[config.mk]
export PLATFORM = sky130hd
export DESIGN_NAME = serial_rx_fifo
export DESIGN_NICKNAME = d
export VERILOG_FILES = /design/src/rtl/serial_rx_fifo.sv
export SDC_FILE = /design/constraint.sdc
export NUM_CORES = 1
export LEC_CHECK = 0
export CAP_MARGIN = 20
export CORE_MARGIN = 1.5
export CORE_UTILIZATION = 50
export DETAILED_ROUTE_END_ITERATION = 10
export PLACE_DENSITY = 0.78
export SLEW_MARGIN = 10
export SYNTH_ARGS = -nofsm -noshare
export SYNTH_HDL_FRONTEND = slang
export SYNTH_SLANG_ARGS = --single-unit
[constraint.sdc]
create_clock -name clk -period 3.66 [get_ports clk]
set_clock_uncertainty 0.2 [all_clocks]
set_input_delay 0.732 -clock clk [delete_from_list [all_inputs] [get_ports clk]]
set_output_delay 0.732 -clock clk [all_outputs]
set_load 0.01 [all_outputs]
[src/rtl/serial_rx_fifo.sv]
// serial_rx_fifo: UART receive FIFO behind a valid/ready bus with data (pop-on-read) and status/control registers.
// Define SERIAL_RX_FIFO_IRQ_EN to build the level/overrun/timeout interrupt; otherwise irq is tied low.
module serial_rx_fifo #(
  parameter int DEPTH_LOG2 = 4,
  parameter int IRQ_LEVEL  = 8,
  parameter int TIMEOUT    = 1000
) (
  input  logic        clk,
  input  logic        resetn,
  input  logic        in_valid,
  input  logic [7:0]  in_data,
  input  logic        valid,
  output logic        ready,
  input  logic [3:0]  wstrb,
  input  logic [31:0] addr,
  input  logic [31:0] wdata,
  output logic [31:0] rdata,
  output logic        irq
);
  localparam int DEPTH = 1 << DEPTH_LOG2;
  localparam logic [DEPTH_LOG2:0]   FULL_CNT = (DEPTH_LOG2 + 1)'(DEPTH);
  localparam logic [DEPTH_LOG2:0]   CNT_ONE  = (DEPTH_LOG2 + 1)'(1);
  localparam logic [DEPTH_LOG2-1:0] PTR_ONE  = DEPTH_LOG2'(1);
  logic [7:0]            mem_q [DEPTH];
  logic [DEPTH_LOG2-1:0] wp_q, wp_d, rp_q, rp_d;
  logic [DEPTH_LOG2:0]   count_q, count_d;
  logic                  ovr_q, ovr_d, irq_w;
  logic                  empty, full, rd, ctl_wr, flush, clr, pop, push, ovr_set;
  logic [15:0]           cnt16;
  logic [31:0]           status;
  assign empty   = count_q == '0;
  assign full    = count_q == FULL_CNT;
  assign rd      = valid && wstrb == 4'h0;
  assign ctl_wr  = valid && addr[2] && wstrb[0];
  assign flush   = ctl_wr && wdata[0];
  assign clr     = ctl_wr && wdata[1];
  assign pop     = rd && !addr[2] && !empty;
  // a same-cycle pop frees a slot, so a full FIFO still takes the incoming byte
  assign push    = in_valid && (!full || pop) && !flush;
  assign ovr_set = in_valid && full && !pop;
  assign ready   = valid;
  assign cnt16   = 16'(count_q);
  assign status  = {16'h0, cnt16[7:0], 4'h0, irq_w, ovr_q, full, empty};
  assign rdata   = !valid ? 32'h0 : addr[2] ? status : empty ? 32'hFFFF_FFFF : {24'h0, mem_q[rp_q]};
  assign irq     = irq_w;
  always_comb begin
    wp_d    = push ? wp_q + PTR_ONE : wp_q;
    rp_d    = flush ? wp_q : pop ? rp_q + PTR_ONE : rp_q;
    count_d = flush ? '0 : (push && !pop) ? count_q + CNT_ONE : (pop && !push) ? count_q - CNT_ONE : count_q;
    ovr_d   = ovr_set || (ovr_q && !clr);
  end
  always_ff @(posedge clk) begin
    if (push) mem_q[wp_q] <= in_data;
  end
  always_ff @(posedge clk) begin
    if (!resetn) begin
      wp_q    <= '0;
      rp_q    <= '0;
      count_q <= '0;
      ovr_q   <= 1'b0;
    end else begin
      wp_q    <= wp_d;
      rp_q    <= rp_d;
      count_q <= count_d;
      ovr_q   <= ovr_d;
    end
  end
`ifdef SERIAL_RX_FIFO_IRQ_EN
  localparam logic [31:0]         TMO = 32'(TIMEOUT);
  localparam logic [DEPTH_LOG2:0] LVL = (DEPTH_LOG2 + 1)'(IRQ_LEVEL);
  logic [31:0] idle_q, idle_d;
  logic        tmo_q, tmo_d, irq_q, irq_d;
  logic        unused;
  assign unused = ^{addr[31:3], addr[1:0], wdata[31:2]};
  // idle counter saturates at TIMEOUT so it never wraps during long stalls
  always_comb begin
    idle_d = (push || pop || flush || empty) ? '0 : idle_q == TMO ? idle_q : idle_q + 32'd1;
    tmo_d  = (pop || flush || empty) ? 1'b0 : (idle_q == TMO) || tmo_q;
    irq_d  = count_q >= LVL || ovr_q || tmo_q;
  end
  always_ff @(posedge clk) begin
    if (!resetn) begin
      idle_q <= '0;
      tmo_q  <= 1'b0;
      irq_q  <= 1'b0;
    end else begin
      idle_q <= idle_d;
      tmo_q  <= tmo_d;
      irq_q  <= irq_d;
    end
  end
  assign irq_w = irq_q;
`else
  logic unused;
  assign unused = ^{addr[31:3], addr[1:0], wdata[31:2], 32'(IRQ_LEVEL), 32'(TIMEOUT)};
  assign irq_w  = 1'b0;
`endif
endmodule
======== After elaboration in Yosys (flattened, before gate mapping) ========
Memory sizes are Yosys's and may differ from the RTL's. A register that Yosys moved wholly into a read port is not among the register bits.
Cells that the tools add are included.
word-level totals
  RAM bits ................................ 128
  register bits after elaboration ......... 14
  word-level logic and storage cells ...... 50
  output and inout port bits .............. 34
  memories ................................ 1
cells by class
  reductions and logical operators ........ 28
  equal/unequal tests ..................... 1
  bitwise operators ....................... 1
  add/subtract/negate cells ............... 4
  multiplexer cells ....................... 11
memories
  memory  depth  bits a word  rd ports  clocked after Yosys merged registers in  wr ports  RTL line  RTL
  mem_q   16     8            1         1                                        1         24        logic [7:0] mem_q [DEPTH];
operators with widths
  kind                   number
  $mux W32               3
  $mux W4                4
  $logic_and A1 B1 Y1    14
  $mux W5                2
  $add A4 B1 Y4 const B  2
  $logic_not A1 Y1       7
  $add A5 B1 Y5 const B  1
  $eq A5 B5 Y1 const B   1
  $logic_not A5 Y1       1
  $sub A5 B1 Y5 const B  1
  $logic_not A4 Y1       1
  $reduce_bool A2 Y1     2
  $logic_or A1 B1 Y1     2
  $mux W1                2
  $reduce_or A2 Y1       1
  $not A1 Y1             1

======== Logic depth before layout (Yosys ltp) ========
Gate-level depths: netlist of run 1.
  word-level depth ........................ 11
  depth in mapped cells ................... 12
  gate-level depth less buffers ........... 10

======== Least setup slack after synthesis of run 1 ========
OpenSTA, ideal clock, no wires.
  path kind ............................... in2reg
  start ................................... in wstrb[1]
  end ..................................... reg count_q[4]
  stages on the path ...................... 11
  required time ........................... 3.388 ns
  library setup time ...................... 0.072 ns
  data arrival time ....................... 2.977 ns
  slack ................................... 0.411 ns
  cell sequence ........................... nor4_4 > a211oi_4 > nor2_2 > buf_6 > ha_1 > inv_1 > fa_1 > a21o_1 > a21oi_1 > mux2i_1 > mux2i_1
between the ends
  word-level cells in the longest chain between the ends .. 10
  elaborated cells on any way between the ends .. 13
  classes of those cells .................. 1 x mux; 12 x reduce/logical
RTL lines
  element                               RTL line  RTL
  start, declared                       14        input logic [3:0] wstrb,
  $logic_not A4 Y1 (*)                  33        assign rd = valid && wstrb == 4'h0;
  $logic_and A1 B1 Y1 (*)               33
  $logic_and A1 B1 Y1 (*) (2 in a row)  37        assign pop = rd && !addr[2] && !empty;
  $logic_or A1 B1 Y1 (*)                39        assign push = in_valid && (!full || pop) && !flush;
  $logic_and A1 B1 Y1 (*) (2 in a row)  39
  net push                              28        logic empty, full, rd, ctl_wr, flush, clr, pop, push, ovr_set;
  $logic_not A1 Y1                      49        count_d = flush ? '0 : (push && !pop) ? count_q + CNT_ONE : (pop && !push) ? count_q - CNT_ONE : count_q;
  $logic_and A1 B1 Y1                   49
  $reduce_bool A2 Y1 (no source line)   --
  end signal, assigned                  64        count_q <= count_d;
  end, declared                         26        logic [DEPTH_LOG2:0] count_q, count_d;
Mark *: on every way through the listed nets, which the timed path passes. The rest lies on a longest branch.
A chain may end at the register's enable or synchronous reset.

======== Worst setup path in the final report of run 1 ========
  start ................................... reg count_q[1]
  end ..................................... out rdata[2]
between the ends
  word-level cells in the longest chain between the ends .. 4
RTL lines
  element                RTL line  RTL
  $logic_not A5 Y1       31        assign empty = count_q == '0;
  $mux W32 (3 in a row)  44        assign rdata = !valid ? 32'h0 : addr[2] ? status : empty ? 32'hFFFF_FFFF : {24'h0, mem_q[rp_q]};
  end, declared          17        output logic [31:0] rdata,
No other way between the ends.

==> impl_metrics.csv, run 1 <==
group,metric,value,unit
run_status,status,"finished, final reports clean",
grt,grt_pass1_vias,3449,
routing,dr.pass1.iters,5,
routing,drc,0,
clock_network,clk_root_buffer_cell,"clkbuf_16",
worst_setup_path,startpoint_type,"flop",
routing,routed_wl,12200,um
sta,final-max-slew-violation-count,0,
logic_synthesis,synth_compound_area_frac,0.0549,
clock_network,clock_latency,0.42,ns
sta,setup_viol,0,
sta,fmax,281,MHz
clock_network,clk_path_buf_depth,2,
clock_network,post-cts-setup-buffers,0,
logic_synthesis,syn_area,0.00627,mm2
place,dp_hpwl,8010,um
routing,ant_nets,0,
grt,antenna_found_initial,0,
logic_synthesis,post_synth.cell_area_avg,16.9,um2
logic_synthesis,syn_inst,371,
floorplanning,io_pins,114,
layout,layout.nets,518,
floorplanning,die_area,0.0132,mm2
logic_synthesis,yosys-mux-area-fraction,0.136,
clock_network,htree_levels,4,
worst_setup_path,crit_arrival,2.62,ns
floorplanning,floorplan.initialDensity,0.517,
layout,drive_gt1_frac,0.215,
grt,grt_use_total,0.201,
logic_synthesis,synth_fp_nets,461,
worst_setup_path,critPathKind,"flop to output pin",
floorplanning,die_y,115,um
pwr,p_leak,2.55,nW
worst_setup_path,worstPathRequired,2.73,ns
hold_path,min_path_type,"flop to flop",
layout,stdcell_count,609,
sta,fin_hold_ws,0.330,ns
layout,n_fill_cell,891,
flow_run,drv_cap,0,
grt,grt_max_degree,21,
logic_synthesis,synth_top_family_by_area,"multiplexers",
sta,slew_headroom,0.619,
pwr,p_per_area,552,mW/mm2
logic_synthesis,synthAdderAreaFrac,0.0212,
logic_synthesis,synthTopCellsByArea,"edfxtp_1, mux4_2, dfxtp_1",
worst_setup_path,cp-end-kind,"output pin",
logic_synthesis,yosys.cell_count.top_type,"edfxtp_1",
place,dp_cells,577,
clock_network,cts.sinks,146,
routing,routedWlPerCell,20.0,um
grt,gr-total-overflow,0,
floorplanning,die_w,115,um
logic_synthesis,ys_warn_count,0,
worst_setup_path,cp_max_fo,7,
logic_synthesis,synth_ff_type,"edfxtp_1",
sta,timing.final.crit_share,0.971,
logic_synthesis,synth_xor_area_frac,0.00699,
logic_synthesis,yosys.cell_types.count,45,
logic_synthesis,synthTopCellsByCount,"edfxtp_1, mux4_2, buf_4, mux2i_1, dfxtp_1",
logic_synthesis,synth-seq-cells,146,
logic_synthesis,synth_top_area_share,0.613,
layout,num_antenna_cells,0,
pwr,peakVddDrop,301,uV
clock_network,clk_pin_slew,0.06,ns
sta,layout_min_cycle_time,3.55,ns
logic_synthesis,synth_seq_area_share,0.671,
place,place_congestion,0.776,
grt,grt_pass1_wl,18900,um
sta,hold_viol_final,0,
floorplanning,coreArea,0.0121,mm2
sta,worstMarginPinSlew,0.569,ns
logic_synthesis,yosys.area.top_type,"edfxtp_1",
place,io_buffer_count,51,
logic_synthesis,synth-edff-count,128,
floorplanning,rows,40,
layout,final_core_util,0.628,
routing,vias,3461,
clock_network,cts_tree,"yes",
place,dpl_cell_area,0.00697,mm2
clock_network,cts_made_buffers,17,
logic_synthesis,synth-simple-area-share,0.0641,
routing,via_per_inst,5.68,
routing,drtIter0Drc,258,
logic_synthesis,async_flop_share,0,
layout,area_growth,21.4,%
layout,design_area,0.00760,mm2
[layout by cell type, fill, tap and decap left out, types with 2 or more instances in the layout]
cell and instances:
clkbuf_16 17, o21ai_0 10, mux2i_1 20, a21oi_1 14, nand4_1 3, bufinv_16 4
buf_4 23, o211ai_1 6, nand3_1 7, a211oi_1 3, inv_1 11, o31ai_1 2
nand2_1 7, edfxtp_1 128, a21o_1 2, mux4_2 29, a22oi_1 7, clkdlybuf4s50_1 50
clkinv_2 3, nand2b_1 3, ha_1 9, nor4bb_1 4, and4b_1 8, nor2_2 2
and4_1 4, xor2_1 5, buf_12 2, nor2_1 7, clkinv_1 5, dfxtp_1 16
clkinvlp_4 2
[cell families after synthesis]
family / count (synthesis)
xor gates and xnor gates: 5
muxes: 49
other: 1
adders and majority gates: 10
buffers and inverters: 50
AOI/OAI and AO/OA: 51
DFF: 146
and+or+nand+nor: 59
[timing repair]
action | CTS | global route
cloned | 0 | 0
resized for setup | 4 | 9
hold buffers | 0 | 0
setup endpoints to repair | 9 | 25
endpoints found under the hold margin | 0 | 0
[flip-flops by register name, indices dropped and copies added (netlist names), named ones only]
register  flops
wp_q          4
ovr_q         1
count_q       5
mem_q       128
rp_q          4
[where the power goes]
part	internal, mW	switching, mW
Sequential	1.86	0.0359
Combinational	0.281	0.276
Clock	1.12	0.629
Total	3.26	0.940
[routing by layer]
layer	up-vias	GRT usage	share of wire
met5	-	0	0
met4	0	0.0947	0.027
met2	133	0.341	0.51
met3	26	0.0438	0.064
li1	1577	-	-
met1	1725	0.248	0.40
[per-stage QoR]
stage / power (mW) / setup TNS, ns / worst slack (ns)
6_report: 4.20 / 0 / 0.105
5_1_grt: 4.35 / -0.00192 / -0.00192
4_1_cts: 4.22 / 0 / 0.0566
3_5_place_dp: 2.47 / -0.00769 / -0.00769
3_3_place_gp: 2.45 / 0 / 0.0619
2_1_floorplan: 2.26 / 0 / 0.411
[worst max-delay path, stage by stage, from the launching register on]
cell and delay (ns):
dfxtp_1 0.37, or4_4 0.62, o21ai_4 0.21, a211oi_1 0.07, a211oi_1 0.26, buf_4 0.15, clkdlybuf4s50_1 0.52
[cell type report]
| class | instances | area [um2] | share of cell area |
|---|---|---|---|
| clock buffers | 18 | 429 | 0.0564 |
| repair buffers | 77 | 737 | 0.0969 |
| inverters | 11 | 41.3 | 0.00543 |
| flip-flops and latches | 146 | 4210 | 0.553 |
| well taps | 168 | 210 | 0.0276 |
| clock inverters | 14 | 169 | 0.0222 |
| multi-input cells | 175 | 1810 | 0.238 |
[worst paths after layout]
path                                start                 endpoint  slack, ns  cells past startpoint
setup / recovery  count_q[1]$_SDFFE_PP0P_                 rdata[2]       0.11                      6
hold / removal    count_q[2]$_SDFFE_PP0P_  count_q[2]$_SDFFE_PP0P_       0.33                      2
setup reg to reg  count_q[1]$_SDFFE_PP0P_  count_q[4]$_SDFFE_PP0P_       0.62                     10
hold reg to reg   count_q[2]$_SDFFE_PP0P_  count_q[2]$_SDFFE_PP0P_       0.33                      2
Power figures use the tool's default switching activity.
==> inputs of run 2 (changes only) <==
- SETUP_SLACK_MARGIN: not set -> 0.5
==> run 2 against run 1 <==
Against the previous run: count of clock-buffer cells in the layout did not move; power rose by 1.5%; fmax rose by 12%; critical path type unchanged; largest cell class unchanged; largest power group unchanged; highest routed layer unchanged.
==> impl_metrics.csv, run 2 (synthesis results as in run 1) <==
group,metric,value,unit
floorplanning,floorplan.initialDensity,0.517,
pwr,p_seq_frac,0.444,
floorplanning,io_pins,114,
clock_network,clk_pin_slew,0.05,ns
worst_setup_path,cp_slowest_cell,"or4_4",
layout,n_fill_cell,866,
sta,layout_min_cycle_time,3.16,ns
floorplanning,die_area,0.0132,mm2
worst_setup_path,crit_family,"simple AND/OR/NAND/NOR gates",
floorplanning,coreArea,0.0121,mm2
routing,vias,3607,
clock_network,clk_root_buffer_cell,"clkbuf_16",
sta,final-max-slew-violation-count,0,
layout,final_core_util,0.651,
layout,layout.nets,538,
layout,reg_top3,"mem_q: 128 flops, count_q: 5 flops",
pwr,peakVddDrop,272,uV
worst_setup_path,worstPathRequired,2.73,ns
clock_network,cts.sinks,146,
clock_network,htree_levels,4,
layout,area_growth,25.8,%
routing,routed_wl,13500,um
sta,rsz0062_at_grt,"true",
hold_path,min_path_type,"flop to flop",
hold_path,hold_depth,2,
worst_setup_path,critPathMaxStageDelay,0.54,ns
worst_setup_path,critPathCapture,"rdata[2]",
clock_network,cts_tree,"yes",
pwr,p_leak,2.80,nW
run_status,status,"finished, final reports clean",
layout,final_cell_mix,"edfxtp_1, buf_4, mux4_2",
grt,grt_pass1_wl,20200,um
sta,worstMarginPinSlew,0.610,ns
worst_setup_path,cp_max_fo,4,
sta,fin_hold_ws,0.338,ns
worst_setup_path,regToRegStartpoint,"count_q[1]$_SDFFE_PP0P_",
place,dp_slack,0.0420,ns
clock_network,cts_made_buffers,17,
routing,dr.pass1.iters,5,
pwr,clkPwrFrac,0.413,
worst_setup_path,startpoint_type,"flop",
place,dp_hpwl,8010,um
layout,drive_gt1_frac,0.331,
grt,gr-total-overflow,0,
pwr,p_per_area,541,mW/mm2
pwr,swShare,0.231,
grt,grt_pass1_vias,3674,
layout,largest_register_ff_count,128,
worst_setup_path,regToRegEndpoint,"count_q[4]$_SDFFE_PP0P_",
pwr,pwr-share-comb,0.143,
pwr,switchingPower,0.984,mW
place,place_congestion,0.863,
routing,routedWlPerCell,21.5,um
sta,tns,0,ns
worst_setup_path,reg2reg_depth,12,
clock_network,clock_latency,0.41,ns
pwr,p_int,3.28,mW
routing,drtIter0Drc,234,
sta,setup_ws,0.499,ns
sta,hold_viol_final,0,
worst_setup_path,crit_chain,"or4_4 > buf_6 > o21ai_4 > nor4b_1 > a211oi_2 > clkbuf_2",
grt,grt_use_total,0.218,
worst_setup_path,path_buf_inv,2,
grt,antenna_found_initial,0,
clock_network,clk_path_buf_depth,2,
layout,num_antenna_cells,0,
worst_setup_path,crit_arrival,2.23,ns
layout,layout_commonest_cell,"edfxtp_1",
place,io_buffer_count,51,
worst_setup_path,cp-startpoint,"count_q[1]$_SDFFE_PP0P_",
routing,drc,0,
pwr,power,4.26,mW
routing,via_per_inst,5.75,
routing,ant_nets,0,
layout,largest-register,"mem_q",
floorplanning,rows,40,
floorplanning,die_y,115,um
sta,setup_viol,0,
sta,fmax,316,MHz
sta,slew_headroom,0.592,
floorplanning,die_w,115,um
flow_run,drv_cap,0,
worst_setup_path,cp-end-kind,"output pin",
worst_setup_path,critPathKind,"flop to output pin",
sta,timing.final.crit_share,0.864,
worst_setup_path,regToRegSetupSlack,0.60,ns
worst_setup_path,cp.depth,6,
grt,grt_max_degree,22,
-- run 2: cell type report --
type                       instances  area, um2  area share
tap                              168        210      0.0267
multi-input combinational        175       1910       0.242
clock buffer                      18        429      0.0544
inverter                          11       41.3     0.00524
clock inverter                    12        166      0.0211
sequential                       146       4220       0.535
timing repair buffer              97        916       0.116
-- run 2: power by group through the flow --
stage          Combinational (mW)  Sequential, mW  Clock (mW)
3_5_place_dp                0.547            1.93           0
5_1_grt                     0.658            1.90        1.84
4_1_cts                     0.585            1.89        1.76
3_3_place_gp                0.530            1.92           0
6_report                    0.610            1.89        1.76
2_1_floorplan               0.347            1.91           0
-- run 2: routing by layer --
layer	share of wire	wire, um	vias to the layer above	GRT usage
met4	0.016	212	0	0.0897
met5	0	0	-	0
met1	0.40	5370	1810	0.268
met2	0.53	7130	160	0.371
li1	-	-	1618	-
met3	0.056	759	19	0.0580
-- run 2: worst min path at each step --
stage,startpoint,end,slack (ns)
2_1_floorplan,ovr_q$_SDFF_PN0_,ovr_q$_SDFF_PN0_,0.26
3_3_place_gp,count_q[2]$_SDFFE_PP0P_,count_q[2]$_SDFFE_PP0P_,0.30
3_5_place_dp,ovr_q$_SDFF_PN0_,ovr_q$_SDFF_PN0_,0.31
4_1_cts,ovr_q$_SDFF_PN0_,ovr_q$_SDFF_PN0_,0.32
5_1_grt,count_q[3]$_SDFFE_PP0P_,count_q[3]$_SDFFE_PP0P_,0.35
6_report,ovr_q$_SDFF_PN0_,ovr_q$_SDFF_PN0_,0.34
-- run 2: metrics by stage --
| step | area, um2 | instances |
|---|---|---|
| after floorplan | 6270 | 371 |
| after global placement | 6980 | 575 |
| after detailed placement | 6980 | 575 |
| after CTS | 7830 | 622 |
| after global routing | 7890 | 627 |
| final | 7890 | 627 |
-- run 2: worst register-to-register path, cell delays in order, from the launching register on --
cell	delay, ns
dfxtp_4	0.35
or4_4	0.54
buf_6	0.15
buf_4	0.15
a211oi_4	0.27
nor2_4	0.06
ha_2	0.19
inv_2	0.08
ha_1	0.25
a21o_1	0.17
a21oi_2	0.14
mux2i_1	0.24
mux2i_1	0.19
-- run 2: what timing repair did --
action	4_1_cts	5_1_grt
pin swaps	5	7
setup buffers	15	5
endpoints found under the setup margin	33	13
gates cloned	2	0
resized for setup	94	17
hold buffers	0	0
